## src/rtl/ravenoc_route_engine.sv

```systemverilog
// Per-input-port route engine: XY/YX head decode, per-VC wormhole lock, framing/range checks, saturating error count.
// Zero-latency request; state commits only on valid & ready, so backpressure holds the request and the lock state.
module ravenoc_route_engine #(
  parameter int NUM_VC      = 3,
  parameter int X_W         = 2,
  parameter int Y_W         = 2,
  parameter int ROUTER_X_ID = 0,
  parameter int ROUTER_Y_ID = 0,
  parameter int MAX_X       = 3,
  parameter int MAX_Y       = 3,
  parameter int ERR_CNT_W   = 8,
  parameter int VC_W        = (NUM_VC > 1) ? $clog2(NUM_VC) : 1
) (
  input  logic                 clk,
  input  logic                 arst,
  input  logic                 flit_valid_i,
  input  logic                 flit_ready_i,
  input  logic [1:0]           flit_type_i,
  input  logic [VC_W-1:0]      flit_vc_i,
  input  logic [X_W-1:0]       x_dest_i,
  input  logic [Y_W-1:0]       y_dest_i,
  input  logic                 alg_yx_i,
  output logic [4:0]           port_req_o,
  output logic [NUM_VC-1:0]    vc_busy_o,
  output logic                 err_o,
  output logic [ERR_CNT_W-1:0] err_cnt_o,
  input  logic                 err_clr_i
);

  localparam logic [1:0] T_HEAD = 2'd0, T_BODY = 2'd1, T_TAIL = 2'd2, T_HEAD_TAIL = 2'd3;
  localparam logic [2:0] R_N = 3'd0, R_S = 3'd1, R_W = 3'd2, R_E = 3'd3, R_L = 3'd4;
  localparam logic [X_W-1:0] RX = X_W'(ROUTER_X_ID);
  localparam logic [Y_W-1:0] RY = Y_W'(ROUTER_Y_ID);

  logic [NUM_VC-1:0]    busy_q;
  logic [2:0]           route_q [NUM_VC];
  logic [ERR_CNT_W-1:0] cnt_q;

  logic       vc_ok, is_head, dest_ok, cur_busy, fire, err_cond;
  logic [2:0] cur_route, new_route;

  assign vc_ok   = 32'(flit_vc_i) < NUM_VC;
  assign is_head = (flit_type_i == T_HEAD) || (flit_type_i == T_HEAD_TAIL);
  assign dest_ok = (32'(x_dest_i) <= MAX_X) && (32'(y_dest_i) <= MAX_Y);
  assign fire    = flit_valid_i && flit_ready_i;

  always_comb begin
    cur_busy  = 1'b0;
    cur_route = R_N;
    for (int i = 0; i < NUM_VC; i++) begin
      if (vc_ok && flit_vc_i == VC_W'(i)) begin
        cur_busy  = busy_q[i];
        cur_route = route_q[i];
      end
    end
  end

  always_comb begin
    new_route = R_L;
    if (x_dest_i == RX && y_dest_i == RY) new_route = R_L;
    else if (!alg_yx_i) begin
      if (x_dest_i != RX) new_route = (x_dest_i > RX) ? R_S : R_N;
      else                new_route = (y_dest_i < RY) ? R_W : R_E;
    end else begin
      if (y_dest_i != RY) new_route = (y_dest_i > RY) ? R_E : R_W;
      else                new_route = (x_dest_i < RX) ? R_N : R_S;
    end
  end

  // A head arriving on a locked VC is still routed; it is only flagged.
  assign err_cond = !vc_ok || (is_head ? (cur_busy || !dest_ok) : !cur_busy);
  assign err_o    = fire && err_cond;

  always_comb begin
    port_req_o = 5'b0;
    if (flit_valid_i && vc_ok) begin
      if (is_head) begin
        if (dest_ok) port_req_o = 5'b1 << new_route;
      end else if (cur_busy) begin
        port_req_o = 5'b1 << cur_route;
      end
    end
  end

  always_ff @(posedge clk or posedge arst) begin
    if (arst) begin
      busy_q <= '0;
      cnt_q  <= '0;
      for (int i = 0; i < NUM_VC; i++) route_q[i] <= R_N;
    end else begin
      if (fire && vc_ok) begin
        for (int i = 0; i < NUM_VC; i++) begin
          if (flit_vc_i == VC_W'(i)) begin
            if (is_head) begin
              if (dest_ok && flit_type_i == T_HEAD) begin
                busy_q[i]  <= 1'b1;
                route_q[i] <= new_route;
              end else begin
                busy_q[i] <= 1'b0;
              end
            end else if (flit_type_i == T_TAIL && busy_q[i]) begin
              busy_q[i] <= 1'b0;
            end
          end
        end
      end
      if (err_clr_i)                cnt_q <= '0;
      else if (err_o && !(&cnt_q))  cnt_q <= cnt_q + 1'b1;
    end
  end

  assign vc_busy_o = busy_q;
  assign err_cnt_o = cnt_q;

  logic unused_body;
  assign unused_body = (flit_type_i == T_BODY);

endmodule

```

## config.mk

```make
export PLATFORM = sky130hd
export DESIGN_NAME = ravenoc_route_engine
export DESIGN_NICKNAME = d
export VERILOG_FILES = /design/src/rtl/ravenoc_route_engine.sv
export SDC_FILE = /design/constraint.sdc
export NUM_CORES = 1
export LEC_CHECK = 0
export BUFFER_PORTS_ARGS = -buffer_cell sky130_fd_sc_hd__buf_2
export CAP_MARGIN = 10
export CORE_ASPECT_RATIO = 0.8
export CORE_MARGIN = 2
export CORE_UTILIZATION = 55
export CTS_BUF_LIST = sky130_fd_sc_hd__clkbuf_8
export CTS_CLUSTER_DIAMETER = 60
export DETAILED_ROUTE_END_ITERATION = 8
export PLACE_DENSITY = 0.82
export SLEW_MARGIN = 20
export SYNTH_ARGS = -nofsm -noshare
export SYNTH_HDL_FRONTEND = slang
export SYNTH_SLANG_ARGS = --single-unit
```

## constraint.sdc

```tcl
create_clock -name clk -period 2.6 [get_ports clk]
set_input_delay 0.52 -clock clk [delete_from_list [all_inputs] [get_ports clk]]
set_output_delay 0.52 -clock clk [all_outputs]
set_load 0.05 [all_outputs]
```

# [Word level (Yosys, flattened, before mapping)]
# Index checks and enable logic that the tools add are counted.
[word_totals] elab_cells=80 input_bits=14 register_bits=20
[op_classes] order_cmp=5 eq_ne=4 n_mux=27 n_shift=2 n_reduce_logical=34 addsub=1
[op_table] operator="2-to-1 mux 8 bit" count=2
[op_table] operator="2-to-1 mux 1 bit" count=15
[op_table] operator="2-to-1 mux 3 bit" count=5
[op_table] operator="2-to-1 mux 5 bit" count=3
[op_table] operator="logical AND 1 bit" count=12
[op_table] operator="AND reduction 4 bit" count=3
[op_table] operator="nonzero test 2 bit" count=6
[op_table] operator="left shift 1 x 3 -> 5 bit (first input constant)" count=2
[op_table] operator="AND reduction 3 bit" count=3
[op_table] operator="adder 8 x 1 -> 8 bit (second input constant)" count=1
[op_table] operator="logical NOT 2 bit" count=4
[op_table] operator="AND reduction 8 bit" count=1
[op_table] operator="equality test 2 bit (second input constant)" count=3
[op_table] operator="greater-than comparator 2 x 1 -> 1 bit (second input constant)" count=2
[op_table] operator="less-than comparator 2 x 1 -> 1 bit (second input constant)" count=2
[op_table] operator="2-to-1 mux 2 bit" count=2
[op_table] operator="logical NOT 1 bit" count=3
[op_table] operator="equality test 2 x 1 -> 1 bit (second input constant)" count=1
[op_table] operator="logical OR 1 bit" count=2
[op_table] operator="less-than comparator 2 bit (second input constant)" count=1

# [Depth between registers and ports, before layout]
# Gate-level depths: netlist of the first run.
[depth] depth_word=12 depth_mapped=9

# [Worst setup path after synthesis of the first run]
# No wires, ideal clock.
[synth_path] kind="input to output" startpoint="input flit_type_i[0]" endpoint="output port_req_o[0]" t_arrival_ps=2643 setup_slack_ps=-563 required_ps=2080 cell_stages=6 path_cell_list="inv_1 ha_1 buf_2 o211ai_1 or3_1 nor3_1"
[synth_between] elab_chain_len=4
[synth_lines] element="from (decl)" line="18" rtl="input logic [1:0] flit_type_i,"
[synth_lines] element="equality test 2 bit / logical NOT 2 bit (equally long branches)" line="43" rtl="assign is_head = (flit_type_i == T_HEAD) || (flit_type_i == T_HEAD_TAIL);"
[synth_lines] element="logical OR 1 bit (*)" line="43"
[synth_lines] element="2-to-1 mux 5 bit (*)" line="77" rtl="if (is_head) begin"
[synth_lines] element="2-to-1 mux 5 bit (*)" line="76" rtl="if (flit_valid_i && vc_ok) begin"
[synth_lines] element="to (decl)" line="23" rtl="output logic [4:0] port_req_o,"
# Every way passes the cells marked *; elsewhere a longest branch is shown, timed or not.

# [Final worst setup path of the first run]
[layout_path] startpoint="input flit_type_i[1]" endpoint="output port_req_o[0]"
# Same word-level chain as after synthesis.

==> results of run 1 <==
-- stage by stage --
| step | hold WS [ps] | util, % | instance area [um2] |
|---|---|---|---|
| 6_report | 379.3 | 71.01 | 1533 |
| 5_1_grt | 464.1 | 71.01 | 1533 |
| 4_1_cts | 413.9 | 70.55 | 1523 |
| 3_5_place_dp | 473.4 | 67.25 | 1451 |
| 3_3_place_gp | 467.5 | 67.25 | 1451 |
| 2_1_floorplan | 449.2 | - | 1260 |
-- repair_timing --
action / CTS / global route
hold endpoints to repair: 0 / 0
resized for setup: 0 / 4
endpoints found under the setup margin: 0 / 4
-- synth_stat cells (2+ instances only) --
master and number:
nor2_1 14, and3_1 3, mux2i_1 6, nand2_1 16, dfrtp_1 20, a21oi_1 13, o21ai_0 11, nand3_1 4
or3_1 3, inv_1 10, nor3_1 3, o2bb2ai_1 2, xor2_1 2, ha_1 3, mux2_2 2
-- cell type report --
class	instances	share of cell area, %
Multi-Input combinational cell	106	45.63
Sequential cell	20	32.65
Timing Repair Buffer	35	12.57
Clock buffer	3	2.694
Inverter	10	2.449
Tap cell	25	2.041
Clock inverter	1	1.959
-- power groups by stage --
stage | clock [mW] | sequential, mW | combinational (mW)
2_1_floorplan | 0 | 0.431 | 0.143
3_5_place_dp | 0 | 0.387 | 0.260
4_1_cts | 0.315 | 0.381 | 0.260
3_3_place_gp | 0 | 0.384 | 0.254
5_1_grt | 0.325 | 0.385 | 0.283
6_report | 0.309 | 0.382 | 0.263
-- per-layer routing --
layer | global-route usage [%] | vias up | part of all wire [%]
li1 | - | 573 | -
met1 | 31.34 | 514 | 49
met2 | 33.86 | 21 | 46
met3 | 6.742 | 2 | 4.8
met4 | 2.791 | 0 | 0.36
met5 | 0 | - | 0
-- cells by family (layout without fill, tap and decap cells) --
group | after synthesis | in the layout | synth area share, %
buffers and inverters | 14 | 49 | 5.195
multiplexers | 9 | 9 | 7.792
adder cells (fa/ha/maj) | 3 | 3 | 2.997
XOR/XNOR | 2 | 2 | 1.399
flip-flops | 20 | 20 | 39.96
AO/OA/AOI/OAI | 36 | 36 | 18.58
AND/OR/NAND/NOR | 56 | 56 | 24.08
-- layout by cell type, fill, tap and decap left out, types with 4 or more instances in the layout --
cell type / Yosys / routed
a21oi_1: 13 / 13
buf_2: 1 / 28
buf_4: 1 / 6
dfrtp_1: 20 / 20
inv_1: 10 / 10
mux2i_1: 6 / 6
nand2_1: 16 / 16
nand3_1: 4 / 4
nor2_1: 14 / 13
o21ai_0: 11 / 11
-- worst min path at each step --
stage                     cells past startpoint            to        from
after floorplan                               2    route_q[7]  route_q[7]
after global placement                        2    route_q[4]  route_q[4]
after detailed placement                      2    route_q[1]  route_q[1]
after CTS                                     2  err_cnt_o[0]        arst
after global routing                          2  err_cnt_o[0]        arst
final                                         2    route_q[3]        arst
-- flip-flops by register name (all words and copies together) (netlist names) --
signal and count:
vc_busy_o 3, err_cnt_o 8, route_q 9
-- critical path, delay by kind of cell --
kind                     cells  cell delay [ps]
AO/OA/AOI/OAI                1              170
adder cells (fa/ha/maj)      1              350
buffers and inverters        3              350
AND/OR/NAND/NOR              2              610
==> flow_summary.ini, run 1 <==
[place]
dp_hpwl_mm = 2.194
port_buffers = 30
dpl.cell_count = 196
post-place-ws_ps = 19.78
place_congestion = 0.8366

[die]
dieWidth_um = 57.35
die_area_um2 = 2677
start_util_pct = 58.03
pin_count = 31
die_y_um = 46.68
core_area_um2 = 2158
rows = 15

[clock_network]
post_cts_buffers = 0
clk_latency_ps = 260
clock_path_buffers = 2
root_buffer = clkbuf_8
numCtsBuffers = 3
cts_htree_levels = 1
cts_tree = yes
cts_hold_buf = 0
clkSinkCount = 20
cts.reportedPaths.clkPinSlew_ps = 70

[timing]
max_freq_ghz = 0.3954
fin_ws_ps = 71.11
finClkSkew_ps = 2.873
fin_crit_sh_pct = 97.27
rsz0062_at_grt = false
slew_viol_final = 0
finalCriticalPeriod_ps = 2529
timing_hold_violations_final = 0
tns_ps = 0
setup_violations = 0
slew_headroom_pct = 50.32
worstMarginPinSlew_ps = 744.3

[setup_path]
cp-endpoint = port_req_o[0]
slowest_delay_ps = 410
cp-startpoint = flit_type_i[1]
crit_slowest_cell = or3_1
reg2regPathDepth = 6
critPathArrivalTime_ps = 2010
path_cells = buf_2 > inv_1 > ha_1 > o211ai_1 > or3_1 > nor3_2 > buf_4
cp.required_ps = 2080
reg2reg_setup_slack_ps = 690
critPathKind = input port to output pin
r2r_end = err_cnt_o[5]
reg2reg_from = vc_busy_o[1]
cp-start-kind = input port
crit_fanout = 5
worstSetupEndpointType = output pin

[global_routing]
grt_max_degree = 21
grt_use_total_pct = 21.93
grt_overflow_total = 0
grt_pass1_vias = 949
grt_pass1_wl_mm = 4.319
antenna_found_initial = 0

[pwr]
p_comb_share_pct = 27.6
power_uw = 953.1
sw_frac_of_total_pct = 32.35
p_int_uw = 644.8
pwr_density_cell_nw_per_um2 = 621.8
p_sw_uw = 308.3
p_leak_nw = 0.7560
pwr-share-seq_pct = 40.1
ir_drop_mv = 0.6101
p_clk_share_pct = 32.4

[logic_synthesis]
netlist_area_um2 = 1252
synth_area_leaders = dfrtp_1 (40%), a21oi_1 (5.2%), mux2i_1 (4.8%)
ys_types = 43
synth_nets = 157
synth_warnings = 0
synth.avg_cell_area_um2 = 8.946
yosysSeqAreaShare_pct = 39.96
ys_ff_latch = 20
ys_async_sr_fraction_pct = 100.0
syn_inst = 140
synth.top_cell.area_share_pct = 39.96
yosysTopAreaCell = dfrtp_1
synth_flop_cell = dfrtp_1
synth-edff-count = 0

[routing]
wl_mm = 2.775
dr_total_vias = 1110
routedWlPerCell_um = 13.88
ant_nets = 0
firstDrtPassIters = 4
drtIter0Drc = 40
via_per_inst = 5.550
drcViolationCount = 0

[min_path]
hp-class = input port to async pin

[finish]
final_nets = 193
antenna_cells = 0
seqCellArea_um2 = 500.5
instances_no_fill = 200
syn_to_final_growth_pct = 22.38
fillers = 172
multi_input_comb_area_um2 = 699.4
layout-drive-gt1-share_pct = 29.14

[flow_run]
timing.max_cap.violations = 0

[run_status]
status = completed
Note: power is estimated with default switching activity, not from simulation.
==> run 2, diff against run 1 <==
--- a/config.mk
+++ b/config.mk
@@ -9,3 +9,2 @@
 export CAP_MARGIN = 10
-export CORE_ASPECT_RATIO = 0.8
 export CORE_MARGIN = 2
==> constraint.sdc (replaced) <==
create_clock -name clk -period 2.6 [get_ports clk]
set_input_delay 0.13 -clock clk [delete_from_list [all_inputs] [get_ports clk]]
set_output_delay 0.13 -clock clk [all_outputs]
set_load 0.05 [all_outputs]
==> run 2 against run 1 <==
Net effect:
- the run now ends with negative hold slack left
- die area hardly changed
- final cell count is 1.5% lower
- hold slack worse by 400 ps
- global-route usage is 3.7 points higher
- setup slack better by 460 ps
- clock power is 37% lower
- via count is 7.6% higher
- largest cell class unchanged
==> flow_summary.ini, run 2 (synthesis gave the netlist of run 1 again) <==
[run_status]
status = finished, violations left
violations = negative hold slack

[setup_path]
crit_fanout = 11
crit_top_cell = buf_2
reg2reg_setup_slack_ps = 660
r2r_end = err_cnt_o[5]
critPathKind = input port to output pin
cpLargestDelayFamily = simple AND/OR/NAND/NOR gates
worstSetupEndpointType = output pin
path_buf_inv = 3
crit_slowest_cell = ha_1
cp-start-kind = input port
reg2reg_from = err_cnt_o[0]
critPathArrivalTime_ps = 1940
cp.required_ps = 2470
slowest_delay_ps = 500
path_cells = buf_2 > inv_1 > ha_1 > o211ai_1 > or3_1 > nor3_1 > buf_2
reg2regPathDepth = 6

[global_routing]
grt_pass1_wl_mm = 5.030
grt_overflow_total = 0
antenna_found_initial = 0
grt_max_degree = 21
grt_use_total_pct = 25.59
grt_pass1_vias = 1127

[finish]
largest_register_ffs = 9
final_nets = 188
antenna_cells = 0
layout_commonest_cell = buf_2
fillers = 183
largest-register = route_q
final_cell_mix = buf_2 (30), dfrtp_1 (20), nand2_1 (16)
syn_to_final_growth_pct = 15.88
seqCellArea_um2 = 500.5
multi_input_comb_area_um2 = 686.9
layout-drive-gt1-share_pct = 24.85

[die]
die_y_um = 51.72
die_area_um2 = 2675
rows = 17
pin_count = 31
core_area_um2 = 2191
dieWidth_um = 51.72
start_util_pct = 57.17

[timing]
hold-worst-slack_ps = -23.14
fin_crit_sh_pct = 79.62
tns_ps = 0
timing_hold_violations_final = 20
slew_headroom_pct = 52.35
slew_viol_final = 0
finClkSkew_ps = 4.964
setup_violations = 0
worstMarginPinSlew_ps = 713.9
rsz0062_at_grt = false
finalCriticalPeriod_ps = 2070
max_freq_ghz = 0.4831

[flow_run]
timing.max_cap.violations = 0

[routing]
drtIter0Drc = 46
ant_nets = 0
dr_total_vias = 1194
routedWlPerCell_um = 15.23
firstDrtPassIters = 4
via_per_inst = 6.061
drcViolationCount = 0
wl_mm = 3.000

[place]
place_congestion = 0.7958
port_buffers = 30
dp_hpwl_mm = 2.390

[clock_network]
clkSinkCount = 20
post_cts_buffers = 0
root_buffer = clkbuf_8
cts.reportedPaths.clkPinSlew_ps = 70
cts_htree_levels = 1
clock_path_buffers = 2
cts_hold_buf = 0
cts_tree = yes
numCtsBuffers = 3
post_cts_resized = 0
clk_latency_ps = 260

[min_path]
hp-class = input port to async pin

[pwr]
pwr_density_cell_nw_per_um2 = 573.4
ir_drop_mv = 0.3964
p_leak_nw = 0.7183
[run 2: cell count changes in the layout (fill, tap and decap cells not counted), sizes merged]
cell,delta
clkbuf,-1
bufinv,-1
buf,-4
[run 2: routing by layer]
metal | share of wire (%) | track usage (%)
met5 | 0 | 0
met4 | 1.3 | 12.28
met2 | 53 | 45.09
met3 | 6.7 | 4.023
met1 | 39 | 30.26
[run 2: power by group]
part	internal [mW]	switching [mW]	leakage [nW]
registers	0.348	0.0344	0.262
clock network	0.103	0.0932	0.0216
logic	0.0797	0.174	0.434
total	0.531	0.301	0.718
[run 2: worst max path at each step]
stage / from / endpoint / slack, ps / cells after the start
finish: flit_type_i[0] / port_req_o[0] / 530 / 7
global route: flit_type_i[0] / port_req_o[0] / 450 / 7
CTS: flit_type_i[0] / port_req_o[0] / 540 / 7
detailed placement: flit_type_i[0] / err_cnt_o[5] / 480 / 8
global placement: flit_type_i[0] / err_cnt_o[5] / 600 / 8
floorplan: flit_type_i[0] / port_req_o[0] / 220 / 6
[run 2: area by class of cell]
type / instances / share of cell area (%)
Tap cell: 28 / 2.414
Timing Repair Buffer: 30 / 10.34
Sequential cell: 20 / 34.48
Multi-Input combinational cell: 106 / 47.33
Clock buffer: 3 / 2.845
Inverter: 10 / 2.586
[run 2: per-stage QoR]
stage / util, % / total power [mW] / setup WS, ps / instance area, um2 / cells
after floorplan: - / 0.5717 / 217.2 / 1252 / 140
final: 66.25 / 0.8323 / 529.9 / 1451 / 197
after CTS: 66.25 / 0.8329 / 541.2 / 1451 / 197
after global placement: 64.36 / 0.6230 / 600.3 / 1410 / 194
after detailed placement: 64.36 / 0.6385 / 482.7 / 1410 / 194
after global routing: 66.25 / 0.8752 / 451.9 / 1451 / 197
==> run 3, diff against run 2 <==
Clock period 2.6 ns to 2.1 ns, I/O delays scaled along.
==> run 3 against run 2 <==
Net effect:
- the run now ends clean
- combinational power increased by 24%
- utilization increased by 2.7 points
- final area increased by 4.1%
- register-to-register slack got worse by 530 ps
- largest cell class unchanged
==> flow_summary.ini, run 3 (synthesis gave the netlist of run 1 again) <==
[routing]
dr_total_vias = 1127
routedWlPerCell_um = 13.83
firstDrtPassIters = 4
wl_mm = 2.766
drtIter0Drc = 29
via_per_inst = 5.635
drcViolationCount = 0
ant_nets = 0

[finish]
stdcell_area_um2 = 1511
syn_to_final_growth_pct = 20.68
layout-drive-gt1-share_pct = 27.33
layout_commonest_cell = buf_2
largest-register = route_q
final_cell_mix = buf_2 (30), dfrtp_1 (20), nand2_1 (16)
multi_input_comb_area_um2 = 699.4
antenna_cells = 0
final_nets = 190
seqCellArea_um2 = 500.5
instances_no_fill = 200
largest_register_ffs = 9
fillers = 182

[setup_path]
critPathKind = flip-flop to flip-flop
cp.required_ps = 2290
path_cells = ha_1 > and3_1 > nand3_1 > nand3_4 > or4_1 > a21oi_1
crit_slowest_cell = or4_1
crit_fanout = 10
cp-start-kind = flip-flop
worstSetupEndpointType = flip-flop
critPathArrivalTime_ps = 2160
slowest_delay_ps = 490

[pwr]
p_comb_share_pct = 27.0
pwr-share-seq_pct = 40.3
p_int_uw = 789.1
p_sw_uw = 380.7
pwr_density_cell_nw_per_um2 = 773.9
ir_drop_mv = 0.6017
p_clk_share_pct = 32.7
sw_frac_of_total_pct = 32.54
power_mw = 1.170
p_leak_nw = 0.7419

[clock_network]
cts_tree = yes
clkSinkCount = 20
post_cts_buffers = 0
clk_latency_ps = 260
clock_path_buffers = 2
cts_htree_levels = 1
root_buffer = clkbuf_8
numCtsBuffers = 3
cts.reportedPaths.clkPinSlew_ps = 70

[timing]
tns_ps = 0
timing_hold_violations_final = 0
slew_headroom_pct = 49.74
slew_viol_final = 0
hold-worst-slack_ps = 106.0
setup_violations = 0
finalCriticalPeriod_ps = 1972
fin_crit_sh_pct = 93.88
finClkSkew_ps = 1.122
max_freq_ghz = 0.5072
rsz0062_at_grt = false
worstMarginPinSlew_ps = 753.0

[die]
rows = 17
pin_count = 31
start_util_pct = 57.17
core_area_um2 = 2191
die_y_um = 51.72
dieWidth_um = 51.72
die_area_um2 = 2675

[run_status]
status = completed

[global_routing]
antenna_found_initial = 0
grt_overflow_total = 0
grt_max_degree = 21
grt_pass1_vias = 1001
grt_use_total_pct = 22.65
grt_pass1_wl_mm = 4.491

[place]
dp_hpwl_mm = 2.103
dpl.cell_count = 195
place_congestion = 0.8176
placed_area_um2 = 1425
port_buffers = 30

[min_path]
hp-class = input port to flip-flop

[flow_run]
timing.max_cap.violations = 0
[run 3: changes by cell type in the layout (fill, tap and decap cells not counted), sizes merged]
| cell | change |
|---|---|
| buf | +1 |
| bufinv | +1 |
| dlygate4sd3 | +1 |
[run 3: layer usage]
metal | share of wire (%) | GRT usage (%)
met2 | 49 | 39.96
met4 | 1.1 | 7.895
met3 | 5.2 | 1.724
met5 | 0 | 0
met1 | 44 | 29.25
[run 3: path summary, 6_finish.rpt]
path	start	to	slack, ps	cells past startpoint
min in group asynchronous	arst	route_q[7]	520	3
worst max register to register	err_cnt_o[0]	err_cnt_o[5]	130	6
worst max-delay path	err_cnt_o[0]	err_cnt_o[5]	130	6
worst min-delay path	err_clr_i	err_cnt_o[3]	110	2
max in group asynchronous	arst	err_cnt_o[0]	1110	3
worst min register to register	route_q[7]	route_q[7]	500	2
[run 3: layout make-up]
class | instances | area share (%)
multi-input combinational | 106 | 46.27
inverter | 10 | 2.483
tap | 28 | 2.318
timing repair buffer | 32 | 11.09
clock inverter | 1 | 1.987
sequential | 20 | 33.11
clock buffer | 3 | 2.732
[run 3: critical path: cells and delay by family, from the launching register on]
| family | cells | cell delay [ps] |
|---|---|---|
| flip-flops | 1 | 450 |
| adder cells (fa/ha/maj) | 1 | 260 |
| AO/OA/AOI/OAI | 1 | 160 |
| AND/OR/NAND/NOR | 4 | 1030 |
[run 3: power by group through the flow]
stage	clock network, mW	registers (mW)	logic, mW
global route	0.403	0.478	0.343
global placement	0	0.474	0.300
detailed placement	0	0.478	0.311
finish	0.383	0.471	0.316
CTS	0.386	0.470	0.313
floorplan	0	0.534	0.176
[run 3: per-stage QoR]
stage,utilization [%],worst slack (ps)
CTS,68.76,102.2
global placement,65.05,215.5
finish,68.99,128.4
detailed placement,65.05,140.3
floorplan,-,44.66
global route,68.99,0.7032
[run 3: timing repair]
| action | 4_1_cts | 5_1_grt |
|---|---|---|
| hold buffers | 1 | 0 |
| gates resized for setup | 0 | 1 |
| hold endpoints to repair | 20 | 0 |
| setup endpoints to repair | 0 | 2 |
